===== src/rtl/if_fetch_stage.sv =====
// rtl/if_fetch_stage.sv - IF-stage fetch engine: PC ownership, single-outstanding imem read, IF/ID hold
module if_fetch_stage #(
  parameter logic [31:0] RESET_PC = 32'h0000_0000,
  parameter logic [31:0] PC_STEP  = 32'd4
) (
  input  logic        clk,
  input  logic        nrst,
  input  logic        stall,
  input  logic        i_redirect,
  input  logic [31:0] i_redirect_target,
  output logic        o_imem_req,
  output logic [31:0] o_imem_addr,
  input  logic        i_imem_ready,
  input  logic        i_imem_rvalid,
  input  logic [31:0] i_imem_rdata,
  output logic [31:0] o_ID_data_PCNext,
  output logic [31:0] o_ID_data_instruction,
  output logic        o_ID_bubble
);

  typedef enum logic [1:0] {
    ST_REQ   = 2'd0,
    ST_WAIT  = 2'd1,
    ST_VALID = 2'd2
  } state_t;

  state_t      r_state;
  logic [31:0] r_pc;
  logic        r_discard;
  logic        r_valid;
  logic [31:0] r_instr;
  logic [31:0] r_pcnext;

  state_t      w_state_nxt;
  logic [31:0] w_pc_nxt;
  logic        w_discard_nxt;
  logic        w_valid_nxt;
  logic        w_capture;
  logic        w_accept;
  logic [31:0] w_pc_plus;

  // Request is gated by reset so nothing reaches memory while nrst is low.
  assign o_imem_req  = (r_state == ST_REQ) && nrst;
  assign o_imem_addr = r_pc;
  assign w_accept    = o_imem_req && i_imem_ready;
  assign w_pc_plus   = r_pc + PC_STEP;

  assign o_ID_data_PCNext      = r_pcnext;
  assign o_ID_data_instruction = r_instr;
  assign o_ID_bubble           = ~r_valid;

  // Next-state logic: redirect beats stall and is honoured in every state.
  always_comb begin
    w_state_nxt   = r_state;
    w_pc_nxt      = r_pc;
    w_discard_nxt = r_discard;
    w_valid_nxt   = r_valid;
    w_capture     = 1'b0;
    case (r_state)
      ST_REQ: begin
        if (w_accept) begin
          w_state_nxt = ST_WAIT;
        end
        if (i_redirect) begin
          w_pc_nxt = i_redirect_target;
          // The old request is already in flight; its data must be dropped.
          if (w_accept) begin
            w_discard_nxt = 1'b1;
          end
        end
      end
      ST_WAIT: begin
        if (i_redirect) begin
          w_pc_nxt = i_redirect_target;
        end
        if (i_imem_rvalid) begin
          if (r_discard || i_redirect) begin
            w_discard_nxt = 1'b0;
            w_state_nxt   = ST_REQ;
          end else begin
            w_capture   = 1'b1;
            w_valid_nxt = 1'b1;
            w_state_nxt = ST_VALID;
          end
        end else if (i_redirect) begin
          w_discard_nxt = 1'b1;
        end
      end
      ST_VALID: begin
        if (i_redirect) begin
          w_pc_nxt    = i_redirect_target;
          w_valid_nxt = 1'b0;
          w_state_nxt = ST_REQ;
        end else if (!stall) begin
          w_pc_nxt    = w_pc_plus;
          w_valid_nxt = 1'b0;
          w_state_nxt = ST_REQ;
        end
      end
      default: begin
        w_state_nxt   = ST_REQ;
        w_discard_nxt = 1'b0;
        w_valid_nxt   = 1'b0;
      end
    endcase
  end

  // Control state register.
  always_ff @(posedge clk or negedge nrst) begin
    if (!nrst) begin
      r_state   <= ST_REQ;
      r_pc      <= RESET_PC;
      r_discard <= 1'b0;
      r_valid   <= 1'b0;
    end else begin
      r_state   <= w_state_nxt;
      r_pc      <= w_pc_nxt;
      r_discard <= w_discard_nxt;
      r_valid   <= w_valid_nxt;
    end
  end

  // IF/ID payload registers only move on an accepted read response.
  always_ff @(posedge clk or negedge nrst) begin
    if (!nrst) begin
      r_instr  <= 32'h0000_0000;
      r_pcnext <= 32'h0000_0000;
    end else if (w_capture) begin
      r_instr  <= i_imem_rdata;
      r_pcnext <= w_pc_plus;
    end
  end

endmodule


===== config.mk =====
export PLATFORM = sky130hd
export DESIGN_NAME = if_fetch_stage
export DESIGN_NICKNAME = d
export VERILOG_FILES = /design/src/rtl/if_fetch_stage.sv
export SDC_FILE = /design/constraint.sdc
export NUM_CORES = 1
export LEC_CHECK = 0
export CORE_ASPECT_RATIO = 0.75
export CORE_MARGIN = 3
export CORE_UTILIZATION = 45
export CTS_CLUSTER_SIZE = 14
export DETAILED_ROUTE_END_ITERATION = 8
export PLACE_DENSITY = 0.78
export REMOVE_ABC_BUFFERS = 1
export SYNTH_ARGS = -nofsm -noshare
export SYNTH_HDL_FRONTEND = slang
export SYNTH_SLANG_ARGS = --single-unit

===== constraint.sdc =====
create_clock -name clk -period 2.8 [get_ports clk]
set_clock_uncertainty 0.05 [all_clocks]
set_input_delay 0.28 -clock clk [delete_from_list [all_inputs] [get_ports clk]]
set_output_delay 0.28 -clock clk [all_outputs]
set_load 0.1 [all_outputs]

; Word-level counts from Yosys, hierarchy flattened
; Index checks and enable logic that the tools add are counted.
[op_classes]
reduce_logical = 10
add_sub_neg = 1
n_eq_ne = 10
n_mux = 24
bitwise_logic = 3
[op_table]
columns = operator, count
row1 = $mux W32, 3
row2 = $pmux W32 S2, 1
row3 = $add A32 B3 Y32 const B, 1
row4 = $mux W1, 12
row5 = $mux W2, 5
row6 = $ne A3 B3 Y1 const B, 3
row7 = $ne A2 B2 Y1 const B, 4
row8 = $pmux W1 S3, 2
row9 = $pmux W2 S3, 1
row10 = $reduce_and A3 Y1, 2
row11 = $reduce_and A5 Y1, 1
row12 = $reduce_and A4 Y1, 1
row13 = $not A1 Y1, 3
row14 = $eq A2 B1 Y1 const B, 1
row15 = $eq A2 B2 Y1 const B, 1
row16 = $logic_and A1 B1 Y1, 2
row17 = $logic_not A2 Y1, 1
row18 = $ne A2 B1 Y1 const B, 1
row19 = $reduce_bool A2 Y1, 1
row20 = $reduce_or A2 Y1, 1
row21 = $logic_or A1 B1 Y1, 1
[word_totals]
output_inout_bits = 98
input_bits = 70
ff_bits = 100

; Longest topological paths before layout
[logic_depth]
ltp_word = 6
ltp_mapped = 7

; Worst setup path after synthesis
; No wires, ideal clock.
[synth_timing]
path_kind = reg-to-output
from = register r_state[0]
to = output port o_imem_req
path_buffers = 2
arrival_ns = 3.008
slack_ns = -0.538
path_stages_with_launch = 4
path_cell_list = dfrtp_1 -> clkbuf_1 -> buf_1 -> nor3b_1
[synth_via]
elab_chain_cells = 2
[synth_rtl]
columns = element, line
row1 = "start, declared", 27  ; state_t r_state;
row2 = "start signal, assigned", 116  ; r_state <= w_state_nxt;
row3 = $logic_not A2 Y1, 43  ; assign o_imem_req = (r_state == ST_REQ) && nrst;
row4 = $logic_and A1 B1 Y1, 43
row5 = "end, declared", 11  ; output logic o_imem_req,
; Every way passes these cells.

; Worst setup path after layout
[layout_timing]
from = register r_pc[21] (netlist: o_imem_addr[21])
to = register r_pcnext[31] (netlist: o_ID_data_PCNext[31])
[layout_via]
elab_chain_cells = 1
[layout_rtl]
columns = element, line
row1 = "start, declared", 28  ; logic [31:0] r_pc;
row2 = "start signal, assigned", 117  ; r_pc <= w_pc_nxt;
row3 = $add A32 B3 Y32, 46  ; assign w_pc_plus = r_pc + PC_STEP;
row4 = "end signal, assigned", 130  ; r_pcnext <= w_pc_plus;
row5 = "end, declared", 32  ; logic [31:0] r_pcnext;
; Every way passes these cells.
; A chain may end at the register's enable or synchronous reset.

==> summary.txt <==
Timing
  – Hold WS: 0.3606 ns
  – Slew headroom: 49.50%
  – Total negative slack: 0 ns
  – Setup WS post-layout: 0.4798 ns
  – Hold Vio Cnt, Final: 0
  – Fmax: 431.0 MHz
  – Final min period: 2.320 ns
  – Tcrit/Tclk final: 82.87%
  – Max-slew violations: 0
  – RSZ-0062 raised after global routing: false
  – Least-Margin Pin Slew: 0.7506 ns
  – Setup violators final: 0

Detailed routing
  – First DRT Iteration DRCs: 441
  – Total number of vias: 5268
  – Drt pass-1 iters: 5
  – DRC: 0
  – ANT nets after route: 0
  – DR WL/cell: 17.35 um
  – Final wirelength: 16340 um
  – Via density: 5.592

Pwr
  – Tot Pwr: 9.159 mW
  – Pwr Density: 1268 nW/um2
  – Leakage power: 3.237 nW
  – Max IR drop VDD: 0.9454 mV

Clock network
  – CTS tree: yes
  – Clock Sinks: 100
  – Root buffer cell: clkbuf_16
  – Clock-pin slew on the worst setup and hold paths: 0.08 ns
  – Clk Latency, worst-skew pair: 0.35 ns
  – Clk buf depth: 2
  – H-tree levels: 3
  – CTS buffer count: 9
  – Post-CTS setup buffer count: 0

Final layout
  – Area Growth Syn to Fin: 36.91%
  – Fillcell total: 948
  – Nets: 851
  – Non-filler cells, final: 942
  – Commonest cells after routing, fill and taps aside: nand2_1 (157), buf_4 (121), dfrtp_1 (100)
  – Post-layout util: 64.54%
  – Most common cell after layout, fill and taps aside: nand2_1
  – Fraction of layout cells with a size suffix above 1: 19.62%
  – Fin area: 7222 um2
  – # diodes: 0

GRT
  – First-pass GRT wire length: 26610 um
  – Vias in the first global route: 5042
  – Total grt overflow: 0
  – Total GRT Usage: 25.46%
  – Initial antenna violation count: 0
  – Largest net degree at the start of global routing: 77

Critical path
  – FF-to-FF End: o_ID_data_PCNext[31]
  – R2R cell count: 4
  – Critical Path Start Type: flop
  – Setup CP Type: reg -> reg
  – Crit. End Element: flop
  – Worst path arrival time: 2.54 ns
  – R2R setup slack: 0.48 ns
  – Crit-path max FO: 10
  – CP Data Required Time: 3.02 ns
  – R2R Path Start: o_imem_addr[21]

Synth
  – Synth Area per Inst: 8.413 um2
  – Distinct cell type count after synthesis: 54
  – #FFs+latches synth: 100
  – Asr flop ratio synth: 100.0%
  – Mapped Area: 5275 um2
  – Primary FF master, synth: dfrtp_1
  – Mapped Cells: 627
  – Post-synth EDFFs: 0
  – Warnings, synthesis: 0
  – Seq/Total Area, Yosys: 47.44%

Place
  – Routability Congestion: 0.8920
  – Final HPWL DP: 11810 um
  – Post-Place Worst Slack: 0.4006 ns
  – Port buffer count: 167
  – Placed cell count: 925
  – Placed cell area: 6928 um2

Floorplanning
  – # IOs: 168
  – Core region area: 11190 um2
  – # rows: 33
  – Initial Util: 47.14%
  – Die H: 99.77 um
  – Die area: 13070 um2
  – Die width: 131.0 um

Run
  – Total of max-cap violations: 0

Hold path
  – Worst min path class: in -> async

Run status
  – Outcome: finished, final reports clean
==> per-layer routing <==
| layer | global-route usage, % | wire [um] |
|---|---|---|
| met5 | 0 | 0 |
| met4 | 5.217 | 130 |
| met3 | 5.690 | 1374 |
| met2 | 38.73 | 7319 |
| met1 | 37.47 | 7517 |
==> critical path: stages, from the launching register on <==
cell	delay (ns)
dfrtp_1	0.51
nand4_1	0.31
or4_1	0.65
or4_1	0.54
a31oi_1	0.17
==> power breakdown <==
group	switching (mW)	total [mW]	internal, mW
Combinational	4.52	5.59	1.07
Clock	0.600	1.22	0.620
Sequential	0.399	2.35	1.95
Total	5.52	9.16	3.64
==> logic make-up (layout without fill, tap and decap cells) <==
kind of cell             after synthesis  after routing  synth area share [%]
AO/OA/AOI/OAI                        136            136                 16.41
XOR/XNOR                              12             12                 1.992
adder cells (fa/ha/maj)                1              1                0.2372
buffers and inverters                 69            227                 5.171
flip-flops                           100            100                 47.44
multiplexers                           5              5                 1.020
AND/OR/NAND/NOR                      304            304                 27.73
==> cell usage after synthesis, drive strengths merged, types with 3 or more instances <==
master | n | share of area, %
buf | 13 | 1.2
a2bb2oi | 5 | 0.83
mux2 | 3 | 0.64
o21ai | 33 | 3.1
or4 | 10 | 1.4
nand3 | 25 | 2.4
and3 | 4 | 0.47
and2 | 7 | 0.83
a21oi | 28 | 2.7
nor3 | 7 | 0.66
o22ai | 4 | 0.47
or3 | 11 | 1.4
inv | 18 | 1.3
nand2 | 158 | 11
nor2 | 34 | 2.4
xor2 | 5 | 0.83
xnor2 | 7 | 1.2
nor3b | 3 | 0.43
o31ai | 9 | 1.3
nand4 | 18 | 2.4
dfrtp | 100 | 47
o211ai | 9 | 1.3
and4 | 7 | 1.2
a31oi | 19 | 2.3
a211oi | 11 | 1.6
nor4 | 8 | 0.95
clkbuf | 38 | 2.7
or4b | 3 | 0.57
==> registers in the layout (all words and copies together) (netlist names) <==
signal,count
o_ID_data_PCNext,32
o_ID_data_instruction,32
o_imem_addr,32
r_discard,1
r_state,2
r_valid,1
==> repair_timing <==
| item | 4_1_cts | 5_1_grt |
|---|---|---|
| hold endpoints to repair | 24 | 0 |
| hold buffers | 1 | 0 |
| resized for setup | 0 | 0 |
==> how the worst max path moves through the flow <==
stage / start / to / cells after the start / slack [ns]
after floorplan: r_state[1] / o_imem_addr[29] / 3 / -1.01
after global placement: i_redirect / o_imem_addr[16] / 5 / 0.43
after detailed placement: i_redirect / o_imem_addr[31] / 6 / 0.40
after CTS: o_imem_addr[21] / o_ID_data_PCNext[31] / 4 / 0.52
after global routing: o_imem_addr[6] / o_ID_data_PCNext[29] / 4 / 0.36
final: o_imem_addr[21] / o_ID_data_PCNext[31] / 4 / 0.48
==> layout make-up <==
class / count / area, um2 / area share [%]
tap: 157 / 196.4 / 2.720
inverter: 18 / 67.56 / 0.9356
sequential: 100 / 2502 / 34.65
multi-input combinational: 458 / 2512 / 34.79
clock buffer: 9 / 225.2 / 3.119
clock inverter: 7 / 58.81 / 0.8143
timing repair buffer: 193 / 1659 / 22.97
Power figures use the tool's default switching activity.
